File: config.mk
export PLATFORM = sky130hd
export DESIGN_NAME = tiny_8_bit_cpu
export DESIGN_NICKNAME = d
export VERILOG_FILES = /design/src/rtl/tiny_8_bit_cpu.sv
export SDC_FILE = /design/constraint.sdc
export NUM_CORES = 1
export LEC_CHECK = 0
export CORE_UTILIZATION = 40
export DETAILED_ROUTE_END_ITERATION = 6
export PLACE_DENSITY = 0.5
export SLEW_MARGIN = 20
export SYNTH_ARGS = -nofsm -noshare
export SYNTH_HDL_FRONTEND = slang
export SYNTH_SLANG_ARGS = --single-unit
File: constraint.sdc
create_clock -name CLK -period 6.21 [get_ports CLK]
set_input_delay 1.242 -clock CLK [delete_from_list [all_inputs] [get_ports CLK]]
set_output_delay 1.242 -clock CLK [all_outputs]
set_load 0.05 [all_outputs]
File: src/rtl/tiny_8_bit_cpu.sv
// Single-cycle RV32I-subset demo CPU: fixed 16-word ROM, 16-word data RAM,
// one instruction per rising edge of an internally divided slow clock.
module tiny_8_bit_cpu #(
  parameter int CLK_DIV = 4
) (
  input  logic CLK,
  input  logic RST,
  output logic led_red,
  output logic led_green,
  output logic led_blue
);

  localparam logic [31:0] DIV_LAST = 32'(CLK_DIV - 1);

  localparam logic [6:0] OPC_OP    = 7'b0110011;
  localparam logic [6:0] OPC_IMM   = 7'b0010011;
  localparam logic [6:0] OPC_LOAD  = 7'b0000011;
  localparam logic [6:0] OPC_STORE = 7'b0100011;
  localparam logic [6:0] OPC_JAL   = 7'b1101111;

  // Declaration values give the FPGA power-up state, identical to reset.
  logic [31:0] r_div_cnt = 32'd0;
  logic        slow_clk  = 1'b0;
  logic [31:0] PC        = 32'd0;
  logic [31:0] IR        = 32'd0;
  logic [31:0] R     [0:31] = '{default: 32'd0};
  logic [31:0] r_dmem [0:15] = '{default: 32'd0};

  logic        w_tick;
  logic [31:0] w_instr;
  logic [6:0]  w_opcode;
  logic [4:0]  w_rd;
  logic [4:0]  w_rs1;
  logic [4:0]  w_rs2;
  logic [2:0]  w_funct3;
  logic [6:0]  w_funct7;
  logic [31:0] w_rs1_val;
  logic [31:0] w_rs2_val;
  logic [31:0] w_imm_i;
  logic [31:0] w_imm_s;
  logic [31:0] w_imm_j;
  logic [31:0] w_addr;
  logic        w_rd_we;
  logic [31:0] w_rd_data;
  logic        w_mem_we;
  logic [31:0] w_pc_next;

  function automatic logic [31:0] rom_word(input logic [3:0] idx);
    case (idx)
      4'd0:    rom_word = 32'h00500093;
      4'd1:    rom_word = 32'h00300113;
      4'd2:    rom_word = 32'h002081B3;
      4'd3:    rom_word = 32'h40108233;
      4'd4:    rom_word = 32'h00118293;
      4'd5:    rom_word = 32'h02A00313;
      4'd6:    rom_word = 32'h00000393;
      4'd7:    rom_word = 32'h0063A023;
      4'd8:    rom_word = 32'h0003A403;
      4'd9:    rom_word = 32'h000404B3;
      4'd10:   rom_word = 32'h0000006F;
      default: rom_word = 32'h00000013;
    endcase
  endfunction

  // A tick is the CLK edge on which slow_clk rises.
  assign w_tick = (r_div_cnt == DIV_LAST) && !slow_clk;

  assign w_instr   = rom_word(PC[5:2]);
  assign w_opcode  = w_instr[6:0];
  assign w_rd      = w_instr[11:7];
  assign w_funct3  = w_instr[14:12];
  assign w_rs1     = w_instr[19:15];
  assign w_rs2     = w_instr[24:20];
  assign w_funct7  = w_instr[31:25];
  assign w_rs1_val = (w_rs1 == 5'd0) ? 32'd0 : R[w_rs1];
  assign w_rs2_val = (w_rs2 == 5'd0) ? 32'd0 : R[w_rs2];
  assign w_imm_i   = {{20{w_instr[31]}}, w_instr[31:20]};
  assign w_imm_s   = {{20{w_instr[31]}}, w_instr[31:25], w_instr[11:7]};
  assign w_imm_j   = {{12{w_instr[31]}}, w_instr[19:12], w_instr[20],
                      w_instr[30:21], 1'b0};

  // Decode and execute the instruction addressed by PC.
  always_comb begin
    w_rd_we   = 1'b0;
    w_rd_data = 32'd0;
    w_mem_we  = 1'b0;
    w_addr    = 32'd0;
    w_pc_next = PC + 32'd4;
    case (w_opcode)
      OPC_OP: begin
        if (w_funct3 == 3'b000 && w_funct7 == 7'b0000000) begin
          w_rd_we   = 1'b1;
          w_rd_data = w_rs1_val + w_rs2_val;
        end else if (w_funct3 == 3'b000 && w_funct7 == 7'b0100000) begin
          w_rd_we   = 1'b1;
          w_rd_data = w_rs1_val - w_rs2_val;
        end else begin
          w_rd_we   = 1'b0;
        end
      end
      OPC_IMM: begin
        if (w_funct3 == 3'b000) begin
          w_rd_we   = 1'b1;
          w_rd_data = w_rs1_val + w_imm_i;
        end else begin
          w_rd_we   = 1'b0;
        end
      end
      OPC_LOAD: begin
        w_addr = w_rs1_val + w_imm_i;
        if (w_funct3 == 3'b010) begin
          w_rd_we   = 1'b1;
          w_rd_data = r_dmem[w_addr[5:2]];
        end else begin
          w_rd_we   = 1'b0;
        end
      end
      OPC_STORE: begin
        w_addr = w_rs1_val + w_imm_s;
        if (w_funct3 == 3'b010) begin
          w_mem_we = 1'b1;
        end else begin
          w_mem_we = 1'b0;
        end
      end
      OPC_JAL: begin
        w_rd_we   = 1'b1;
        w_rd_data = PC + 32'd4;
        w_pc_next = PC + w_imm_j;
      end
      default: begin
        w_rd_we   = 1'b0;
      end
    endcase
  end

  // Clock divider producing slow_clk.
  always_ff @(posedge CLK) begin
    if (RST) begin
      r_div_cnt <= 32'd0;
      slow_clk  <= 1'b0;
    end else if (r_div_cnt == DIV_LAST) begin
      r_div_cnt <= 32'd0;
      slow_clk  <= ~slow_clk;
    end else begin
      r_div_cnt <= r_div_cnt + 32'd1;
    end
  end

  // Architectural state update, once per tick; reset wins over a tick.
  always_ff @(posedge CLK) begin
    if (RST) begin
      PC <= 32'd0;
      IR <= 32'd0;
      for (int i = 0; i < 32; i++) R[i] <= 32'd0;
      for (int j = 0; j < 16; j++) r_dmem[j] <= 32'd0;
    end else if (w_tick) begin
      IR <= w_instr;
      PC <= w_pc_next;
      if (w_rd_we && w_rd != 5'd0) R[w_rd] <= w_rd_data;
      if (w_mem_we) r_dmem[w_addr[5:2]] <= w_rs2_val;
    end
  end

  assign led_red   = ~R[5][0];
  assign led_green = ~R[5][1];
  assign led_blue  = ~R[5][2];

endmodule

==> out/results.md, run 1 <==
| Item | This run | Unit |
|---|---|---|
| Status | finished clean | - |
| Number of instances in the placed design | 1,488 | - |
| Initial antenna violation count | 0 | - |
| Final critical path time including I/O delays and setup | 5110 | ps |
| Post-DR vias/cell | 5.85 | - |
| CTS H-Tree Depth | 1 | - |
| Leakage power of the design | 5.12 | nW |
| Total cell area at the placement stage | 13,800 | sq um |
| Unrepaired setup endpoints after global routing | false | - |
| # Max-Cap Violations | 0 | - |
| Final core area utilization | 45.1 | % |
| Routability congestion estimate from global placement | 0.855 | - |
| Vertical die dimension | 184 | um |
| Number of detailed-routing iterations run before antenna repair | 5 | - |
| Drt total wl | 37,000 | um |
| Combinational family with the most area after synthesis | simple AND/OR/NAND/NOR gates | - |
| Post-layout worst setup margin | 1100 | ps |
| Total buffers and inverters traversed by the critical path | 1 | - |
| Critical Path Max Stage Delay | 580 | ps |
| Power density over cell area | 255 | nW/um^2 |
| Post CTS Setup Buffer Count | 0 | - |
| Cell chain of the critical path | buf_4 > mux4_2 > mux4_2 > nor2b_1 > ha_1 > o21ai_0 > o21bai_1 > a21boi_0 > a21boi_0 > o211ai_1 > o211a_4 > nand4b_1 > nand2b_1 | - |
| Core area | 32,600 | sq um |
| Number of distinct library cell variants in the gate-level netlist after synthesis | 73 | - |
| Final Skew | 9.82 | ps |
| Number of enable flip-flop cells after synthesis | 192 | - |
| Via total after detailed routing | 9,000 | - |
| Adder-cell share of the synthesized area | 3.05 | % |
| Die X | 184 | um |
| Required time of the critical path | 6440 | ps |
| Worst hold path class | flop to flop | - |
| Number of diodes added for antenna fixing | 0 | - |
| Area of the die | 33,900 | sq um |
| CTS Sinks | 246 | - |
| Remaining design rule violation count | 0 | - |
| Most instantiated flip-flop cell in the synthesis netlist | sky130_fd_sc_hd__edfxtp_1 | - |
| Maximum fanout encountered on the critical timing path | 24 | - |
| Half-perimeter wire length of the detailed placement result | 25,700 | um |
| Fraction of the cycle the final worst path needs | 82.3 | % |
| Netlist area before placement | 13,300 | sq um |
| Final total negative setup slack | 0 | ps |
| Number of setup violations in the final report | 0 | - |
| Hold-fix buffers at CTS | 0 | - |
| Hold violation count in the final report | 0 | - |
| Non-Filler Cell Area, Final | 14,700 | sq um |
| Cell with the most instances after synthesis | sky130_fd_sc_hd__edfxtp_1 | - |
| Post-Place Worst Slack | 1170 | ps |
| CP Capture Type | flop | - |
| Pin count of the biggest net entering global routing | 42 | - |
| Library cell used as clock root buffer | sky130_fd_sc_hd__clkbuf_16 | - |
| Total GRT Usage | 22.5 | % |
| Standard cell with the maximum stage delay on the critical path | sky130_fd_sc_hd__mux4_2 | - |
| Count of routing violations after the opening detailed-route iteration | 659 | - |
| Top achievable clock speed | 196 | MHz |
| Synth-to-Final Area Change | 10.8 | % |
| Number of global-route vias before repair | 8,772 | - |
| VDD IR max | 0.000198 | V |
| Nets | 1,109 | - |
| Synth cell count leaders | sky130_fd_sc_hd__edfxtp_1 (192), sky130_fd_sc_hd__nor2_1 (171), sky130_fd_sc_hd__a31oi_1 (76) | - |
| Cell accounting for the most synthesized area | sky130_fd_sc_hd__edfxtp_1 | - |
| CTS clk-pin slew, worst paths | 50 | ps |
| First-pass GRT wire length | 56,300 | um |
| Share of synthesized area occupied by flip-flops and latches | 51.6 | % |
| Total clock buffers created by CTS | 29 | - |
| Number of buffers added on ports | 4 | - |
| CP Class | flop to flop | - |
| Filler-free cell count of the finished design | 1,539 | - |
| Synthesis Warnings | 0 | - |
| Element type at the critical path start | flop | - |
| Worst slew margin relative to its limit | 33.8 | % |
| Routed length per placed instance | 24.0 | um |
| Synth Area per Inst | 12.3 | sq um |
| Final hold slack | 447 | ps |
| Initial core utilization | 40.7 | % |
| Area contributors post-synth | sky130_fd_sc_hd__edfxtp_1 (43%), sky130_fd_sc_hd__mux4_2 (12%), sky130_fd_sc_hd__dfxtp_1 (8.1%) | - |
| Area share of the largest cell type after synthesis | 43.4 | % |
| CP Data Arrival Time | 5340 | ps |
| Complex-gate fraction of the synthesized area | 9.71 | % |
| Pins Over Slew Limit | 0 | - |
| Async S/R FF share, synth | 0 | % |
| Number of nets with antenna violations after routing | 0 | - |
| Actual slew at the worst max-slew pin | 991 | ps |
| Synth Register Bits | 246 | - |
| Quantity of gates resized following cts | 0 | - |
| Overall power of the completed layout | 3.74 | mW |
| Num ports | 5 | - |
| Fraction of layout instances using a drive strength above 1 | 16.5 | % |
| Post-synthesis instance total | 1,082 | - |
| Clock buffer depth | 3 | - |
| CTS tree | yes | - |
| Share of synthesized cell area in and, or, nand and nor gates | 15.4 | % |
| Share of synthesized area spent on multiplexers | 14.3 | % |
| Cell type group with the largest total delay on the critical path | compound AO/OA/AOI/OAI gates | - |
| Number of placement rows | 66 | - |
| Global route total overflow | 0 | - |
| Clk Latency, worst-skew pair | 560 | ps |
| Synthesized-area fraction occupied by xor and xnor cells | 2.89 | % |
## area by class of cell
cell class                      count  area, sq um
Multi-Input combinational cell    742         6070
Sequential cell                   246         6850
Inverter                           26         97.6
Fill cell                        3001        17900
Timing Repair Buffer               32          258
Tap cell                          442          553
Clock inverter                     13          121
Clock buffer                       38          759
## layout by cell type, fill, tap and decap left out, types with 21 or more instances in the layout
master / netlist / layout
sky130_fd_sc_hd__a21oi_1: 23 / 23
sky130_fd_sc_hd__o21ai_0: 21 / 21
sky130_fd_sc_hd__clkbuf_16: 0 / 29
sky130_fd_sc_hd__xor2_1: 21 / 21
sky130_fd_sc_hd__nor2_1: 171 / 171
sky130_fd_sc_hd__nand2b_1: 37 / 37
sky130_fd_sc_hd__nand3_1: 28 / 28
sky130_fd_sc_hd__edfxtp_1: 192 / 192
sky130_fd_sc_hd__buf_4: 0 / 27
sky130_fd_sc_hd__mux4_2: 69 / 69
sky130_fd_sc_hd__dfxtp_1: 54 / 53
sky130_fd_sc_hd__inv_1: 26 / 26
sky130_fd_sc_hd__ha_1: 26 / 26
sky130_fd_sc_hd__a31oi_1: 76 / 76
sky130_fd_sc_hd__nand2_1: 34 / 34
## worst reg2reg max path: stages (launching register included)
cell and delay [ps]:
sky130_fd_sc_hd__dfxtp_1 320, sky130_fd_sc_hd__buf_4 390, sky130_fd_sc_hd__mux4_2 600, sky130_fd_sc_hd__mux4_2 510
sky130_fd_sc_hd__nor2b_1 250, sky130_fd_sc_hd__ha_1 440, sky130_fd_sc_hd__o21ai_0 100, sky130_fd_sc_hd__o21bai_1 320
sky130_fd_sc_hd__a21boi_0 140, sky130_fd_sc_hd__a21boi_0 170, sky130_fd_sc_hd__o211ai_1 410, sky130_fd_sc_hd__o211a_4 350
sky130_fd_sc_hd__nand4b_1 370, sky130_fd_sc_hd__nand2b_1 410
## registers in the layout, summed over array words and instances, names as in the netlist
register	flops
PC	5
r_div_cnt	32
R	96
w_instr	16
slow_clk	1
r_dmem	96
## worst paths after layout
path	from	endpoint	slack, ps	depth (start not counted)
setup reg to reg	w_instr[15]	r_dmem[12][0]	1100	13
hold reg to reg	r_div_cnt[0]	r_div_cnt[0]	450	1
setup / recovery	w_instr[15]	r_dmem[12][0]	1100	13
hold / removal	r_div_cnt[0]	r_div_cnt[0]	450	1
## logic make-up after synthesis
family | count (synthesis)
other | 1
adders and majority gates | 30
DFF | 246
muxes | 97
AOI/OAI and AO/OA | 188
and+or+nand+nor | 378
xor gates and xnor gates | 43
buffers and inverters | 99
## power breakdown
part	switching [mW]	internal, mW	total, mW
Clock	0.685	0.938	1.62
Sequential	0.0295	1.82	1.85
Combinational	0.168	0.102	0.270
## routing by layer
metal	global-route usage, %	wire length (um)	vias up
met5	0	0	-
met4	5.83	862	0
met3	3.08	1970	54
met2	36.1	17300	253
met1	31.9	16900	4581
li1	-	-	4112
Power figures use the tool's default switching activity.
==> inputs of run 2 (changes only) <==
Clock period 6.21 ns to 5 ns, I/O delays scaled along.
==> run 2 against run 1 <==
Compared with the run above: sequential cell count stayed put; clock power is 27% higher; first-iteration DRC count is 8.5% higher; clock-buffer cell count is 6 higher; combinational power is 24% higher; hold slack better by 5.4 ps; sequential power is 24% higher; final cell count is 0.91% higher; clock skew is 4.5 ps higher; wire length is 1.4% lower; core utilization is 0.66 points higher; cell area is 1.5% higher; critical endpoint unchanged; highest routed layer unchanged.
==> out/results.md, run 2 (synthesis gave the netlist of run 1 again) <==
| Item | This run | Unit | vs previous |
|---|---|---|---|
| Status | finished clean | - |  |
| Vertical die dimension | 184 | um | unchanged |
| Num ports | 5 | - | unchanged |
| Fraction of the cycle the final worst path needs | 96.3 | % | +14 points |
| Number of diodes added for antenna fixing | 0 | - | unchanged |
| CP Capture Type | flop | - |  |
| Worst hold path class | flop to flop | - |  |
| Initial core utilization | 40.7 | % | unchanged |
| Final Skew | 14.3 | ps | +4.47 ps |
| Library cell used as clock root buffer | sky130_fd_sc_hd__clkbuf_16 | - |  |
| Hold violation count in the final report | 0 | - | unchanged |
| Clock buffer depth | 3 | - | unchanged |
| Via total after detailed routing | 9,056 | - | +0.62% |
| Nets | 1,121 | - | +1.1% |
| Most common cell after layout, fill and taps aside | sky130_fd_sc_hd__edfxtp_1 | - |  |
| Pin count of the biggest net entering global routing | 53 | - | +26% |
| Number of global-route vias before repair | 8,759 | - | -0.15% |
| Post CTS Setup Buffer Count | 0 | - | unchanged |
| CP Data Arrival Time | 5040 | ps | -300 ps |
| Half-perimeter wire length of the detailed placement result | 25,600 | um | -0.42% |
| Number of nets with antenna violations after routing | 0 | - | unchanged |
| Final core area utilization | 45.7 | % | +0.66 points |
| CP Class | flop to flop | - |  |
| Element type at the critical path start | flop | - |  |
| Final critical path time including I/O delays and setup | 4810 | ps | -297 ps |
| Die X | 184 | um | unchanged |
| CTS Sinks | 246 | - | unchanged |
| Required time of the critical path | 5230 | ps | -1210 ps |
| Number of setup violations in the final report | 0 | - | unchanged |
| Maximum fanout encountered on the critical timing path | 21 | - | -13% |
| Core area | 32,600 | sq um | unchanged |
| Count of routing violations after the opening detailed-route iteration | 715 | - | +8.5% |
| Leakage power of the design | 5.22 | nW | +2.0% |
| Commonest non-fill, non-tap cells in the layout | sky130_fd_sc_hd__edfxtp_1 (192), sky130_fd_sc_hd__nor2_1 (171), sky130_fd_sc_hd__a31oi_1 (76), sky130_fd_sc_hd__mux4_2 (69), sky130_fd_sc_hd__dfxtp_1 (53) | - |  |
| Non-Filler Cell Area, Final | 14,900 | sq um | +1.5% |
| Registers with the highest flip-flop counts | R x96, r_dmem x96, r_div_cnt x32 | - |  |
| Actual slew at the worst max-slew pin | 1060 | ps | +72.9 ps |
| Final hold slack | 453 | ps | +5.45 ps |
| Clk Latency, worst-skew pair | 550 | ps | about the same |
| Area of the die | 33,900 | sq um | unchanged |
| VDD IR max | 0.000250 | V | +26% |
| Global route total overflow | 0 | - | unchanged |
| CTS clk-pin slew, worst paths | 60 | ps | about the same |
| Final total negative setup slack | 0 | ps | unchanged |
| Fraction of layout instances using a drive strength above 1 | 18.6 | % | +2.1 points |
| Routed length per placed instance | 23.5 | um | -2.3% |
| Total cell area at the placement stage | 14,000 | sq um | +1.1% |
| Number of detailed-routing iterations run before antenna repair | 5 | - | unchanged |
| Total GRT Usage | 21.9 | % | -0.54 points |
| Number of placement rows | 66 | - | unchanged |
| Drt total wl | 36,500 | um | -1.4% |
| CTS tree | yes | - |  |
| Hold-fix buffers at CTS | 0 | - | unchanged |
| # Max-Cap Violations | 0 | - | unchanged |
| Total clock buffers created by CTS | 29 | - | unchanged |
| Quantity of gates resized following cts | 0 | - | unchanged |
| Initial antenna violation count | 0 | - | unchanged |
| Synth-to-Final Area Change | 12.4 | % |  |
| Top achievable clock speed | 208 | MHz | +6.2% |
| Post-DR vias/cell | 5.83 | - | -0.28% |
| Worst slew margin relative to its limit | 28.9 | % | -4.9 points |
| Routability congestion estimate from global placement | 0.872 | - | +2.0% |
| CTS H-Tree Depth | 1 | - | unchanged |
| Remaining design rule violation count | 0 | - | unchanged |
| Pins Over Slew Limit | 0 | - | unchanged |
| Power density over cell area | 314 | nW/um^2 | +23% |
| First-pass GRT wire length | 55,100 | um | -2.1% |
| Number of buffers added on ports | 4 | - | unchanged |
==> run 2: cell types whose count changed in the layout (fill, tap and decap cells not counted), moves of 3 or more <==
cell / before / now
sky130_fd_sc_hd__buf_12: 1 / 5
sky130_fd_sc_hd__clkbuf_8: 0 / 7
sky130_fd_sc_hd__clkinv_1: 7 / 0
sky130_fd_sc_hd__clkbuf_1: 9 / 6
sky130_fd_sc_hd__buf_4: 27 / 35
==> run 2: stage by stage <==
step	cells	power [mW]	setup slack, ps
finish	1553	4.68	186
global route	1553	4.83	-6.45
CTS	1553	4.72	145
global placement	1500	2.68	158
detailed placement	1500	2.68	152
floorplan	1087	2.54	43.4
==> run 2: final cells by class <==
class	instances	area [sq um]
clock inverters	9	57.6
flip-flops and latches	246	6850
well taps	442	553
multi-input cells	742	6090
clock buffers	44	877
repair buffers	44	398
inverters	26	97.6
fillers	2915	17700
==> run 2: critical path, cell delays in order, from the launching register on <==
cell and delay [ps]:
sky130_fd_sc_hd__dfxtp_1 360, sky130_fd_sc_hd__buf_12 200, sky130_fd_sc_hd__mux4_2 550, sky130_fd_sc_hd__mux4_2 500, sky130_fd_sc_hd__nor2b_1 260, sky130_fd_sc_hd__ha_1 500, sky130_fd_sc_hd__o21ai_0 140, sky130_fd_sc_hd__o21bai_1 320
sky130_fd_sc_hd__a21boi_0 140, sky130_fd_sc_hd__a21boi_0 160, sky130_fd_sc_hd__o211ai_1 360, sky130_fd_sc_hd__o211a_4 350, sky130_fd_sc_hd__nand4b_1 300, sky130_fd_sc_hd__nand2b_1 330
==> run 2: worst paths after layout <==
path                            slack (ps)          from  cells past startpoint             to
worst min register to register         450  r_div_cnt[0]                      1   r_div_cnt[0]
worst max-delay path                   190   w_instr[15]                     13  r_dmem[12][0]
worst min-delay path                   450  r_div_cnt[0]                      1   r_div_cnt[0]
worst max register to register         190   w_instr[15]                     13  r_dmem[12][0]
==> run 2: routing by layer <==
layer,GRT usage (%),part of all wire [%]
met4,5.30,2.0
met1,31.0,45
met3,4.03,6.6
met2,34.8,46
met5,0,0
==> run 2: power breakdown <==
group / leakage (nW) / switching (mW) / total, mW / internal, mW
clock network: 0.460 / 0.840 / 2.05 / 1.21
registers: 2.41 / 0.0393 / 2.30 / 2.26
logic: 2.35 / 0.205 / 0.335 / 0.130
total: 5.22 / 1.08 / 4.68 / 3.60
==> inputs of run 3 (changes only) <==
Settings changed: RECOVER_POWER from default to 25.
==> run 3 against run 2 <==
Compared with the run above: first-iteration DRC count is 4.5% lower; combinational power hardly changed; the flow now finishes with violations (capacitance limit, slew limit); clock power hardly changed; clock skew hardly changed; fmax is 0.33% lower; die area stayed put; largest power group unchanged; hold slack worse by 3.3 ps; cell area hardly changed.
==> out/results.md, run 3 (synthesis gave the netlist of run 1 again) <==
| Item | This run | Unit | vs previous |
|---|---|---|---|
| Hold-fix buffers at CTS | 0 | - | unchanged |
| Final hold slack | 449 | ps | -3.27 ps |
| Global route total overflow | 0 | - | unchanged |
| Worst slew margin relative to its limit | -70.3 | % | -99 points |
| Final Skew | 14.3 | ps | +0.0315 ps |
| Element type at the critical path start | flop | - |  |
| Routed length per placed instance | 23.5 | um | about the same |
| Number of global-route vias before repair | 8,759 | - | unchanged |
| Fraction of layout instances using a drive strength above 1 | 17.7 | % | -0.90 points |
| Violations in the final reports | capacitance limit, slew limit | - |  |
| # Max-Cap Violations | 1 | - | +1 |
| Post CTS Setup Buffer Count | 0 | - | unchanged |
| CTS H-Tree Depth | 1 | - | unchanged |
| Registers with the highest flip-flop counts | R x96, r_dmem x96, r_div_cnt x32 | - |  |
| Most common cell after layout, fill and taps aside | sky130_fd_sc_hd__edfxtp_1 | - |  |
| Power density over cell area | 314 | nW/um^2 | about the same |
| CP Capture Type | flop | - |  |
| Drt total wl | 36,400 | um | about the same |
| First-pass GRT wire length | 55,100 | um | unchanged |
| Fraction of the cycle the final worst path needs | 96.6 | % | +0.32 points |
| Cell type group with the largest total delay on the critical path | compound AO/OA/AOI/OAI gates | - |  |
| Routability congestion estimate from global placement | 0.872 | - | unchanged |
| Via total after detailed routing | 9,064 | - | +0.088% |
| Synth-to-Final Area Change | 12.3 | % | about the same |
| Status | complete, but fails checks | - |  |
| Library cell used as clock root buffer | sky130_fd_sc_hd__clkbuf_16 | - |  |
| Core area | 32,600 | sq um | unchanged |
| Maximum fanout encountered on the critical timing path | 21 | - | unchanged |
| Half-perimeter wire length of the detailed placement result | 25,600 | um | unchanged |
| Vertical die dimension | 184 | um | unchanged |
| Nets | 1,121 | - | unchanged |
| Total buffers and inverters traversed by the critical path | 1 | - | unchanged |
| Count of routing violations after the opening detailed-route iteration | 683 | - | -4.5% |
| Final core area utilization | 45.7 | % | about the same |
| Number of nets with antenna violations after routing | 0 | - | unchanged |
| Number of detailed-routing iterations run before antenna repair | 7 | - | +2 |
| Total GRT Usage | 21.9 | % | unchanged |
| Required time of the critical path | 5230 | ps | about the same |
| CTS Sinks | 246 | - | unchanged |
| Final critical path time including I/O delays and setup | 4830 | ps | +16.0 ps |
| Post-DR vias/cell | 5.84 | - | about the same |
| Quantity of gates resized following cts | 0 | - | unchanged |
| Leakage power of the design | 5.21 | nW | -0.32% |
| Initial antenna violation count | 0 | - | unchanged |
| Top achievable clock speed | 207 | MHz | -0.33% |
| Number of diodes added for antenna fixing | 0 | - | unchanged |
| Standard cell with the maximum stage delay on the critical path | sky130_fd_sc_hd__mux4_2 | - |  |
| CTS clk-pin slew, worst paths | 60 | ps | about the same |
| Actual slew at the worst max-slew pin | 2560 | ps | +1490 ps |
| Hold violation count in the final report | 0 | - | unchanged |
| Number of placement rows | 66 | - | unchanged |
| Die X | 184 | um | unchanged |
| Worst hold path class | flop to flop | - |  |
| Commonest non-fill, non-tap cells in the layout | sky130_fd_sc_hd__edfxtp_1 (192), sky130_fd_sc_hd__nor2_1 (171), sky130_fd_sc_hd__a31oi_1 (76), sky130_fd_sc_hd__mux4_2 (69), sky130_fd_sc_hd__dfxtp_1 (53) | - |  |
| Clock buffer depth | 3 | - | unchanged |
| Pins Over Slew Limit | 53 | - | +53 |
| Clk Latency, worst-skew pair | 550 | ps | about the same |
| Post-layout worst setup margin | 170 | ps | -16.0 ps |
| Critical Path Max Stage Delay | 550 | ps | about the same |
| Total clock buffers created by CTS | 29 | - | unchanged |
| CTS tree | yes | - |  |
| Area of the die | 33,900 | sq um | unchanged |
| Number of buffers added on ports | 4 | - | unchanged |
| Num ports | 5 | - | unchanged |
| CP Class | flop to flop | - |  |
| Number of setup violations in the final report | 0 | - | unchanged |
| Remaining design rule violation count | 0 | - | unchanged |
| Post-Place Worst Slack | 152 | ps | unchanged |
| Initial core utilization | 40.7 | % | unchanged |
| CP Data Arrival Time | 5060 | ps | +20 ps |
| VDD IR max | 0.000250 | V | about the same |
| Pin count of the biggest net entering global routing | 53 | - | unchanged |
| Cell chain of the critical path | buf_12 > mux4_2 > mux4_2 > nor2b_1 > ha_1 > o21ai_0 > o21bai_1 > a21boi_0 > a21boi_0 > o211ai_1 > o211a_4 > nand4b_1 > nand2b_1 | - |  |
## run 3: changes by cell type in the layout (fill, tap and decap cells not counted), sizes merged
cell	before	now
clkdlybuf4s50	3	0
clkbuf	44	47
buf	41	38
dlygate4sd3	0	3
## run 3: final timing paths
| kind | start | to | slack, ps | depth (start not counted) |
|---|---|---|---|---|
| min reg2reg | r_div_cnt[0] | r_div_cnt[0] | 450 | 1 |
| max reg2reg | w_instr[15] | r_dmem[12][0] | 170 | 13 |
| max | w_instr[15] | r_dmem[12][0] | 170 | 13 |
| min | r_div_cnt[0] | r_div_cnt[0] | 450 | 1 |
## run 3: layer usage
layer / track usage, % / part of all wire, % / up-vias
li1: - / - / 4117
met4: 5.30 / 2.0 / 0
met5: 0 / 0 / -
met3: 4.03 / 6.4 / 50
met1: 31.0 / 45 / 4600
met2: 34.8 / 46 / 297
## run 3: stage by stage
step / cells / cell area, sq um / power (mW) / setup TNS (ps)
after global routing: 1553 / 14900 / 4.82 / -37.9
after detailed placement: 1500 / 14000 / 2.68 / 0
after global placement: 1500 / 14000 / 2.68 / 0
after floorplan: 1087 / 13300 / 2.54 / 0
after CTS: 1553 / 14900 / 4.72 / 0
final: 1553 / 14900 / 4.68 / 0
## run 3: cell type report
type | count | area (sq um)
clock buffers | 44 | 877
clock inverters | 9 | 57.6
fillers | 2919 | 17700
inverters | 26 | 97.6
multi-input cells | 742 | 6090
flip-flops and latches | 246 | 6850
well taps | 442 | 553
repair buffers | 44 | 389
## run 3: where the power goes
group | switching, mW | internal [mW]
clock network | 0.840 | 1.21
registers | 0.0393 | 2.26
logic | 0.204 | 0.129
